$ cat src/rtl/prescaled_counter_pkg.sv
// Shared definitions for the prescaled up/down counter.
package prescaled_counter_pkg;

    // Direction and limit-mode encodings seen on up_dn / sat_mode
    localparam logic CNT_UP    = 1'b1;
    localparam logic CNT_DN    = 1'b0;
    localparam logic MODE_WRAP = 1'b0;
    localparam logic MODE_SAT  = 1'b1;

    // What the count register does on a given edge (reset handled separately)
    typedef enum logic [1:0] {
        ACT_IDLE = 2'd0,
        ACT_LOAD = 2'd1,
        ACT_STEP = 2'd2
    } cnt_action_e;

endpackage

$ cat src/rtl/prescaled_counter_if.sv
// Control/status bundle of the prescaled counter.
// master = whoever drives the controls, slave = the counter itself.
interface prescaled_counter_if #(
    parameter int SIZE  = 4,
    parameter int PRE_W = 4
);
    logic             enable;
    logic [PRE_W-1:0] div_ratio;
    logic             up_dn;
    logic             sat_mode;
    logic             load;
    logic [SIZE-1:0]  load_val;
    logic [SIZE-1:0]  count;
    logic             tick;
    logic             tc;

    modport master (
        output enable, div_ratio, up_dn, sat_mode, load, load_val,
        input  count, tick, tc
    );

    modport slave (
        input  enable, div_ratio, up_dn, sat_mode, load, load_val,
        output count, tick, tc
    );
endinterface

$ cat src/rtl/prescaled_counter_prescale_ctrl.sv
// Run-length prescaler: raises tick for one cycle once enable has been
// high for eff_div consecutive edges. Any enable drop or load restarts it.
module prescale_ctrl #(
    parameter int PRE_W = 4
) (
    input  logic             clk_i,
    input  logic             rst_i,
    input  logic             enable_i,
    input  logic             load_i,
    input  logic [PRE_W-1:0] div_ratio_i,
    output logic             tick_o
);

    logic [PRE_W-1:0] pre_cnt_q, pre_cnt_d;
    logic             tick_q, tick_d;
    logic [PRE_W-1:0] last_cnt;

    // div_ratio of 0 and 1 both mean "every clock", so the terminal value is 0.
    // Compare with >= so that lowering div_ratio mid-run fires immediately.
    always_comb begin
        last_cnt  = (div_ratio_i <= PRE_W'(1)) ? '0 : div_ratio_i - PRE_W'(1);
        pre_cnt_d = '0;
        tick_d    = 1'b0;
        if (enable_i && !load_i) begin
            if (pre_cnt_q >= last_cnt) begin
                tick_d = 1'b1;
            end else begin
                pre_cnt_d = pre_cnt_q + PRE_W'(1);
            end
        end
    end

    // Prescaler state register with synchronous reset
    always_ff @(posedge clk_i) begin
        if (rst_i) begin
            pre_cnt_q <= '0;
            tick_q    <= 1'b0;
        end else begin
            pre_cnt_q <= pre_cnt_d;
            tick_q    <= tick_d;
        end
    end

    assign tick_o = tick_q;

endmodule

$ cat src/rtl/prescaled_counter.sv
// Up/down counter stepped by the prescaler tick, with parallel load,
// wrap/saturate limits and a one-cycle terminal-count pulse.
module prescaled_counter
    import prescaled_counter_pkg::*;
#(
    parameter int SIZE  = 4,
    parameter int PRE_W = 4
) (
    input  logic               clk_i,
    input  logic               rst_i,
    prescaled_counter_if.slave bus
);

    localparam logic [SIZE-1:0] CNT_MAX = '1;

    logic            tick;
    logic [SIZE-1:0] count_q, count_d;
    logic            tc_q, tc_d;
    cnt_action_e     act;

    prescale_ctrl #(.PRE_W(PRE_W)) u_prescale (
        .clk_i       (clk_i),
        .rst_i       (rst_i),
        .enable_i    (bus.enable),
        .load_i      (bus.load),
        .div_ratio_i (bus.div_ratio),
        .tick_o      (tick)
    );

    // Load beats a pending tick; a step does not look at enable, so a tick
    // already earned is still taken if enable drops on the same cycle.
    always_comb begin
        if (bus.load) begin
            act = ACT_LOAD;
        end else if (tick) begin
            act = ACT_STEP;
        end else begin
            act = ACT_IDLE;
        end
    end

    // Next count and terminal-count flag; tc marks any step taken at a limit
    always_comb begin
        count_d = count_q;
        tc_d    = 1'b0;
        case (act)
            ACT_LOAD: count_d = bus.load_val;
            ACT_STEP: begin
                if (bus.up_dn == CNT_UP) begin
                    if (count_q == CNT_MAX) begin
                        tc_d    = 1'b1;
                        count_d = (bus.sat_mode == MODE_SAT) ? CNT_MAX : '0;
                    end else begin
                        count_d = count_q + SIZE'(1);
                    end
                end else begin
                    if (count_q == '0) begin
                        tc_d    = 1'b1;
                        count_d = (bus.sat_mode == MODE_SAT) ? '0 : CNT_MAX;
                    end else begin
                        count_d = count_q - SIZE'(1);
                    end
                end
            end
            default: ;
        endcase
    end

    // Count and tc registers with synchronous reset
    always_ff @(posedge clk_i) begin
        if (rst_i) begin
            count_q <= '0;
            tc_q    <= 1'b0;
        end else begin
            count_q <= count_d;
            tc_q    <= tc_d;
        end
    end

    assign bus.count = count_q;
    assign bus.tick  = tick;
    assign bus.tc    = tc_q;

endmodule

$ cat src/flat_wrapper.sv
// flat-port wrapper written by rule: the top's interface ports become plain ports
module prescaled_counter_flat import prescaled_counter_pkg::*;
#(
    parameter int SIZE  = 4,
    parameter int PRE_W = 4
)
  (clk_i, rst_i, bus_enable, bus_div_ratio, bus_up_dn, bus_sat_mode, bus_load, bus_load_val, bus_count, bus_tick, bus_tc);
  prescaled_counter_if #(.SIZE(SIZE), .PRE_W(PRE_W)) bus_i ();
  input  logic clk_i;
  input  logic rst_i;
  input wire logic [$bits(bus_i.enable)-1:0] bus_enable;
  input wire logic [$bits(bus_i.div_ratio)-1:0] bus_div_ratio;
  input wire logic [$bits(bus_i.up_dn)-1:0] bus_up_dn;
  input wire logic [$bits(bus_i.sat_mode)-1:0] bus_sat_mode;
  input wire logic [$bits(bus_i.load)-1:0] bus_load;
  input wire logic [$bits(bus_i.load_val)-1:0] bus_load_val;
  output wire logic [$bits(bus_i.count)-1:0] bus_count;
  output wire logic [$bits(bus_i.tick)-1:0] bus_tick;
  output wire logic [$bits(bus_i.tc)-1:0] bus_tc;
  assign bus_i.enable = bus_enable;
  assign bus_i.div_ratio = bus_div_ratio;
  assign bus_i.up_dn = bus_up_dn;
  assign bus_i.sat_mode = bus_sat_mode;
  assign bus_i.load = bus_load;
  assign bus_i.load_val = bus_load_val;
  assign bus_count = bus_i.count;
  assign bus_tick = bus_i.tick;
  assign bus_tc = bus_i.tc;
  prescaled_counter #(.SIZE(SIZE), .PRE_W(PRE_W)) u_core (.clk_i(clk_i), .rst_i(rst_i), .bus(bus_i));
endmodule
$ cat config.mk
export PLATFORM = sky130hd
export DESIGN_NAME = prescaled_counter_flat
export DESIGN_NICKNAME = d
export VERILOG_FILES = /design/src/rtl/prescaled_counter_pkg.sv /design/src/rtl/prescaled_counter_if.sv /design/src/rtl/prescaled_counter_prescale_ctrl.sv /design/src/rtl/prescaled_counter.sv /design/src/flat_wrapper.sv
export SDC_FILE = /design/constraint.sdc
export NUM_CORES = 1
export LEC_CHECK = 0
export CAP_MARGIN = 10
export CORE_MARGIN = 5
export CORE_UTILIZATION = 25
export CTS_BUF_LIST = sky130_fd_sc_hd__clkbuf_2
export DETAILED_ROUTE_END_ITERATION = 10
export PLACE_DENSITY = 0.53
export SLEW_MARGIN = 0
export SYNTH_ARGS = -nofsm -noshare
export SYNTH_HDL_FRONTEND = slang
export SYNTH_SLANG_ARGS = --single-unit
$ cat constraint.sdc
create_clock -name clk_i -period 4.1 [get_ports clk_i]
set_clock_uncertainty 0.05 [all_clocks]
set_input_delay 0.41 -clock clk_i [delete_from_list [all_inputs] [get_ports clk_i]]
set_output_delay 0.41 -clock clk_i [all_outputs]
set_load 0.01 [all_outputs]
Word level (Yosys, flattened, before mapping)
Index checks and enable logic that the tools add are counted.
{"block": "word_totals", "reg_bits": 10, "input_bits": 14, "output_inout_bits": 6, "word_cells": 35}
{"block": "classes", "addsub": 4, "order_cmp": 2, "n_eq_ne": 3, "n_mux": 13, "bitwise_logic": 2, "n_reduce_logical": 7}
{"operator": "2-to-1 mux 4 bit", "count": 6}
{"operator": "adder 4 x 1 -> 4 bit, second input constant", "count": 2}
{"operator": "case mux 4 bit (2 select lines)", "count": 1}
{"operator": "subtractor 4 x 1 -> 4 bit, second input constant", "count": 2}
{"operator": "equality test 4 bit, second input constant", "count": 1}
{"operator": "greater-or-equal comparator 4 bit", "count": 1}
{"operator": "less-or-equal comparator 4 x 1 -> 1 bit, second input constant", "count": 1}
{"operator": "logical NOT 4 bit", "count": 1}
{"operator": "2-to-1 mux 1 bit", "count": 4}
{"operator": "2-to-1 mux 2 bit", "count": 2}
{"operator": "OR reduction 2 bit", "count": 2}
{"operator": "OR reduction 3 bit", "count": 1}
{"operator": "equality test 2 x 1 -> 1 bit, second input constant", "count": 1}
{"operator": "equality test 2 bit, second input constant", "count": 1}
{"operator": "NOT 1 bit", "count": 2}
{"operator": "nonzero test 2 bit", "count": 1}
{"operator": "logical AND 1 bit", "count": 1}
{"operator": "logical NOT 1 bit", "count": 1}

Depth between registers and ports, before layout
Gate-level depths: netlist of the first run.
{"block": "depth", "ltp_word": 5, "ltp_mapped": 10, "depth_no_buf": 10}

Cells and area by module
From an unflattened synthesis of the first run, not the netlist that was laid out.
{"block": "unflattened", "hier_cells": 96, "area_unflattened_um2": 765.7}
{"module": "prescaled_counter", "instances": 1, "cells_each": 57, "area_per_inst_um2": 407.9, "seq_area_each_um2": 100.1}
{"module": "prescale_ctrl", "instances": 1, "cells_each": 39, "area_per_inst_um2": 357.8, "seq_area_each_um2": 100.1}

Least setup slack after synthesis of the first run
No wires, ideal clock.
{"block": "synth_path", "kind": "input to register", "startpoint": "input bus_div_ratio[0]", "endpoint": "register u_core.u_prescale.pre_cnt_q[2]", "setup_time_ns": 0.128, "arrival_time_ns": 1.729, "required_ns": 3.922, "slack_ns": 2.194, "cell_stages": 9, "path_buffers": 0, "cell_sequence": "inv_1 ha_1 nor2_1 nor3_1 or2_2 ha_1 a21oi_1 o2111ai_1 nor2_1"}
{"block": "synth_between", "elab_chain_len": 4, "elab_cells_between_ends": 5, "cone_classes": "1 x add/sub; 2 x order compare; 1 x mux; 1 x reduce/logical"}
{"element": "from (decl)", "line": "flat_wrapper.sv:12", "rtl": "input wire logic [$bits(bus_i.div_ratio)-1:0] bus_div_ratio;"}
{"element": "subtractor 4 x 1 -> 4 bit / less-or-equal comparator 4 x 1 -> 1 bit (equally long branches)", "line": "prescaled_counter_prescale_ctrl.sv:21", "rtl": "last_cnt = (div_ratio_i <= PRE_W'(1)) ? '0 : div_ratio_i - PRE_W'(1);"}
{"element": "2-to-1 mux 4 bit *", "line": "prescaled_counter_prescale_ctrl.sv:21"}
{"element": "greater-or-equal comparator 4 bit *", "line": "prescaled_counter_prescale_ctrl.sv:25", "rtl": "if (pre_cnt_q >= last_cnt) begin"}
{"element": "OR reduction 3 bit (no source line) *"}
{"element": "to (signal assigned)", "line": "prescaled_counter_prescale_ctrl.sv:39", "rtl": "pre_cnt_q <= pre_cnt_d;"}
{"element": "to (decl)", "line": "prescaled_counter_prescale_ctrl.sv:14", "rtl": "logic [PRE_W-1:0] pre_cnt_q, pre_cnt_d;"}
Every way passes the cells marked *; elsewhere a longest branch is shown, timed or not.
A chain may end at the register's enable or synchronous reset.

Final worst setup path of the first run
{"block": "layout_path", "startpoint": "input bus_div_ratio[0]", "endpoint": "register u_core.u_prescale.pre_cnt_q[3]"}
The elaborated chain is that of the path after synthesis.

==> results.md, run 1 <==
- For the finished layout, the period the worst path requires is around 2.3 ns.
- The height of the chip is about 67 um.
- Of the total power, the clock network draws 0.245.
- The compound-cell area share of the yosys netlist is 0.171.
- Setup violations remaining at the end of the flow were counted as 0.
- The synthesis-to-finish area growth is 29.6%.
- The main combinational cell family by area after synthesis is simple AND/OR/NAND/NOR gates.
- The arrival time reported for the critical path endpoint is 2.42 ns.
- Once detailed placement completed, the half-perimeter wirelength came to 1.45 mm.
- Clock tree synthesis inserted a total of 3 buffers.
- The required time at the worst-slack endpoint is 4.18 ns.
- The synthesized netlist occupies a cell area of around 800 um2.
- The count of buffering cells on the critical path with inverters included is 2.
- The number of top-level pins is 20.
- Gates resized during post-CTS repair numbered 0.
- For flop-to-flop paths, the worst setup slack is 2.45 ns.
- The core region is 3080 um2.
- The synthesized netlist contains 33 unique library cells.
- Entering global routing, the biggest net connects 15 pins.
- The worst setup path is launched from a primary input.
- The flow ran to the end, and the final reports show no timing, DRC or antenna violations.
- The routed design has around 1.8 mm of wire.
- In the global route stage, met2 resource usage came out at 0.151.
- The first global-routing pass estimated roughly 3 mm of wire.
- Clock tree synthesis found a total of 10 sinks.
- In the final routed layout, each cell accounts on average for 11.1 um.
- TritonCTS built the clock tree.
- The first TritonRoute pass finished after 4 iterations.
- After synthesis, the share of cell area in mux cells is 0.0512.
- The fraction of the mapped netlist area in adder cells is 0.140.
- For this design the static power due to leakage is 0.405 nW.
- The total overflow left after global routing is 0.
- In the routed design, unresolved DRC markers number 0.
- Setup repair after global routing left no endpoint under its margin.
- Measured against its own limit, the worst slew margin works out to 0.608.
- Yosys printed 0 warnings.
- The share of total power in combinational logic is 0.277.
- In this run the most used layer during global routing was met2.
- The critical path starts at bus_div_ratio[0].
- The number of nets with antenna violations after detailed routing is 0.
- The die boundary width is between 60 and 70 um.
- Counting every net in the synthesized netlist gives 119.
- Cell internal power was estimated by the tool at ~0.00016 W.
- The count of final max-slew check failures is 0.
- Once the clock tree was built, the setup fixing pass inserted 0 buffers.
- The largest single stage delay on the critical path is between 0.5 and 0.6 ns.
- The switching power as a share of total power is 0.307.
- For this run, the total global-route usage over all layers was measured as 0.0914.
- At the pin with the least slew margin, the transition time is between 0.5 and 0.6 ns.
- The starting density of the core is 0.262.
- The most critical setup path has its endpoint at u_core.u_prescale.pre_cnt_q[3].
- STA classifies the critical path endpoint as a register.
- The post-cts hold buffer count is 0.
- The initial antenna violation count came to 0.
- Of the synthesized area, sequential elements account for 0.248.
- The clock reaches the later pin of the worst-skew pair after around 0.26 ns.
- In this run the worst hold path is classified as reg -> reg.
- No sink is reached through more buffers than the 2 on the longest clock path.
- Counting the fill cells in the layout gives 346.
- Of the total synthesized cell area, the portion taken by XOR and XNOR cells is 0.0326.
- The post-synthesis simple-gate area fraction is 0.295.
- The number of diodes added for antenna fixing is 0.
- The post-synthesis instance total is 96.
- Dividing the detail-routed via count by the number of cells gives between 4 and 5.
- The final estimated routing congestion in global placement is just over 0.8.
- The depth of the CTS H-tree is 1.
- For this run, global-route usage on met1 was measured as 0.107.
- In the final layout, the share of cells above drive strength 1 is 0.0957.
- The worst register-to-register path begins at u_core.bus.count[0].
- For this design, the slowest cell found on the critical path is sky130_fd_sc_hd__clkdlybuf4s50_1.
- The number of maximum-capacitance constraint violations is 0.
- The net count of the finished layout is about 140.
- Dividing the final minimum period by the clock period gives 0.569.
- The maximum fanout encountered on the critical timing path is 4.
- The flop and latch count out of synthesis is 10.
- For the final routed database, the setup TNS stands at 0 ns.
- Clock-pin slew was measured on the worst setup and hold paths at approximately 0.11 ns.
- A synthesized cell averages 8.41 um2.
- The number of global-route vias before repair is roughly 700.
- After layout, the design draws a total of around 0.00023 W.
- The critical path's top delay family is buffers and inverters.
- Counting tap cells, the placed design contains a total of roughly 160 instances.
- The critical path depth is 10.
- The terminus of the critical flop-to-flop path is u_core.bus.count[0].
- The maximum clock frequency is 0.429 GHz.
- The detailed-route via count is a little over 700.
- The count of cells in the finished layout, fillers not included, comes to ~160.
- The met3 track demand over resource is 0.0304.
- The first routing iteration left 30 violations.
- The number of cells on the worst reg-to-reg path is 5.
- The count of endpoints failing hold in the final timing report is 0.
- The power per unit of standard cell area is between 200 and 250 nW/um2.
- Walking the worst path, the cells encountered are clkdlybuf4s50_1 -> inv_1 -> ha_1 -> nor2_1 -> nor3_1 -> or2_2 -> ha_1 -> a21oi_1 -> o2111ai_1 -> nor2_1.
- In this run the clock root is driven by a sky130_fd_sc_hd__clkbuf_2.
- The total net switching power is about 0.000070 W.
- The standard-cell row count is 20.
- The worst voltage drop across the vdd grid is 0.129 mV.
- The worst setup path is of the in -> reg kind.
- The floorplan die area is between 4000 and 5000 um2.
- The count of buffers added on input and output ports is 19.
- The share of total power dissipated in sequential elements is 0.478.
## cell usage in the layout, fill, tap and decap left out
| cell type | n |
|---|---|
| sky130_fd_sc_hd__dfxtp_1 | 10 |
| sky130_fd_sc_hd__inv_1 | 7 |
| sky130_fd_sc_hd__nor2b_1 | 2 |
| sky130_fd_sc_hd__mux2i_1 | 3 |
| sky130_fd_sc_hd__clkdlybuf4s50_1 | 19 |
| sky130_fd_sc_hd__o31ai_1 | 1 |
| sky130_fd_sc_hd__nor3b_2 | 1 |
| sky130_fd_sc_hd__o2111ai_1 | 1 |
| sky130_fd_sc_hd__nand2_1 | 4 |
| sky130_fd_sc_hd__and3_1 | 1 |
| sky130_fd_sc_hd__nor3b_1 | 1 |
| sky130_fd_sc_hd__nor4b_4 | 2 |
| sky130_fd_sc_hd__ha_1 | 9 |
| sky130_fd_sc_hd__o22ai_1 | 6 |
| sky130_fd_sc_hd__o21a_1 | 1 |
| sky130_fd_sc_hd__nand3_1 | 2 |
| sky130_fd_sc_hd__a32oi_1 | 1 |
| sky130_fd_sc_hd__and3_2 | 2 |
| sky130_fd_sc_hd__nand4_1 | 2 |
| sky130_fd_sc_hd__clkinv_1 | 1 |
| sky130_fd_sc_hd__clkbuf_2 | 3 |
| sky130_fd_sc_hd__a21oi_1 | 9 |
| sky130_fd_sc_hd__nor2_1 | 9 |
| sky130_fd_sc_hd__xor2_1 | 2 |
| sky130_fd_sc_hd__nor4b_2 | 1 |
| sky130_fd_sc_hd__xnor2_1 | 1 |
| sky130_fd_sc_hd__nand2b_1 | 3 |
| sky130_fd_sc_hd__mux2_2 | 1 |
| sky130_fd_sc_hd__o21ai_1 | 2 |
| sky130_fd_sc_hd__o211ai_1 | 1 |
| sky130_fd_sc_hd__o21ai_0 | 1 |
| sky130_fd_sc_hd__nor3_1 | 5 |
| sky130_fd_sc_hd__or2_2 | 1 |
## Yosys cell counts, drive strengths merged
cell type | count | area, um2
buf | 3 | 21.3
nor2b | 2 | 12.5
inv | 7 | 26.3
mux2 | 1 | 11.3
nand4 | 2 | 12.5
ha | 9 | 113
nand2b | 3 | 18.8
nand2 | 4 | 15.0
xor2 | 2 | 17.5
and3 | 3 | 21.3
o31ai | 1 | 7.51
o211ai | 1 | 7.51
nor3b | 2 | 20.0
nor2 | 9 | 33.8
o21a | 1 | 7.51
nor4b | 3 | 62.6
mux2i | 3 | 30.0
o21ai | 3 | 15.0
a32oi | 1 | 8.76
dfxtp | 10 | 200
o2111ai | 1 | 8.76
o22ai | 6 | 37.5
nor3 | 5 | 25.0
nand3 | 2 | 10.0
xnor2 | 1 | 8.76
or2 | 1 | 6.26
clkbuf | 1 | 3.75
a21oi | 9 | 45.0
## power by group through the flow
stage | Clock [W] | Combinational [W] | Sequential, W
3_5_place_dp | 0 | 0.0000638 | 0.000111
6_report | 0.0000558 | 0.0000631 | 0.000109
4_1_cts | 0.0000597 | 0.0000640 | 0.000109
2_1_floorplan | 0 | 0.0000416 | 0.000108
3_3_place_gp | 0 | 0.0000626 | 0.000111
5_1_grt | 0.0000678 | 0.0000717 | 0.000110
## registers in the layout, indices dropped and copies added, names as in the netlist
name,count
u_core.u_prescale.tick_o,1
u_core.u_prescale.pre_cnt_q,4
u_core.bus.count,4
u_core.bus.tc,1
## worst min path at each step
stage	start	to	slack, ns	depth (start not counted)
after floorplan	u_core.u_prescale.pre_cnt_q[0]	u_core.u_prescale.pre_cnt_q[0]	0.38	1
after global placement	u_core.u_prescale.pre_cnt_q[0]	u_core.u_prescale.pre_cnt_q[0]	0.41	1
after detailed placement	u_core.u_prescale.pre_cnt_q[0]	u_core.u_prescale.pre_cnt_q[0]	0.41	1
after CTS	u_core.u_prescale.pre_cnt_q[0]	u_core.u_prescale.pre_cnt_q[0]	0.43	1
after global routing	u_core.u_prescale.pre_cnt_q[0]	u_core.u_prescale.pre_cnt_q[0]	0.46	1
final	u_core.u_prescale.pre_cnt_q[0]	u_core.u_prescale.pre_cnt_q[0]	0.43	1
## worst reg2reg max path, delay by kind of cell, from the launching register on
family / cells / cell delay (ns)
simple gates: 1 / 0.24
compound gates: 3 / 0.40
fa+ha+maj: 1 / 0.32
flops: 1 / 0.52
## routing by layer
layer  vias to the layer above  share of wire
li1                        388              -
met1                       301           0.46
met2                        13           0.47
met3                         2          0.060
met4                         0         0.0085
met5                         -              0
## per-stage QoR
stage               utilization  area [um2]  setup slack, ns  hold WS (ns)
CTS                       0.340        1050             1.78         0.435
floorplan                     -         807             2.19         0.380
finish                    0.340        1050             1.77         0.425
global route              0.340        1050             1.62         0.460
global placement          0.334        1030             1.56         0.409
detailed placement        0.334        1030             1.50         0.407
## cell families after synthesis
logic type,after synthesis
xor+xnor,3
fa+ha+maj,9
mux,4
flops,10
buf+inv,11
compound gates,23
simple gates,36
## layout make-up
cell class / instances / area (um2) / share of cell area
flip-flops and latches: 10 / 200 / 0.191
multi-input cells: 75 / 556 / 0.531
clock buffers: 3 / 15.0 / 0.0144
repair buffers: 19 / 190 / 0.182
well taps: 44 / 55.1 / 0.0526
inverters: 7 / 26.3 / 0.0251
clock inverters: 1 / 3.75 / 0.00359
(Power assumes the default switching activity.)
==> run 2: changes to the inputs <==
==> constraint.sdc (replaced) <==
create_clock -name clk_i -period 2.4 [get_ports clk_i]
set_clock_uncertainty 0.05 [all_clocks]
set_input_delay 0.24 -clock clk_i [delete_from_list [all_inputs] [get_ports clk_i]]
set_output_delay 0.24 -clock clk_i [all_outputs]
set_load 0.01 [all_outputs]
==> results of run 2 <==
The final DEF is identical to that of run 1. Status: complete, no violations.
Main changes from that run: setup slack after placement 1.50 ns -> -0.0293 ns; setup slack after layout 1.77 ns -> 0.237 ns; register-to-register setup slack 2.45 ns -> 0.75 ns; total power 0.000228 W -> 0.000389 W; worst IR drop on VDD 0.129 mV -> 0.220 mV
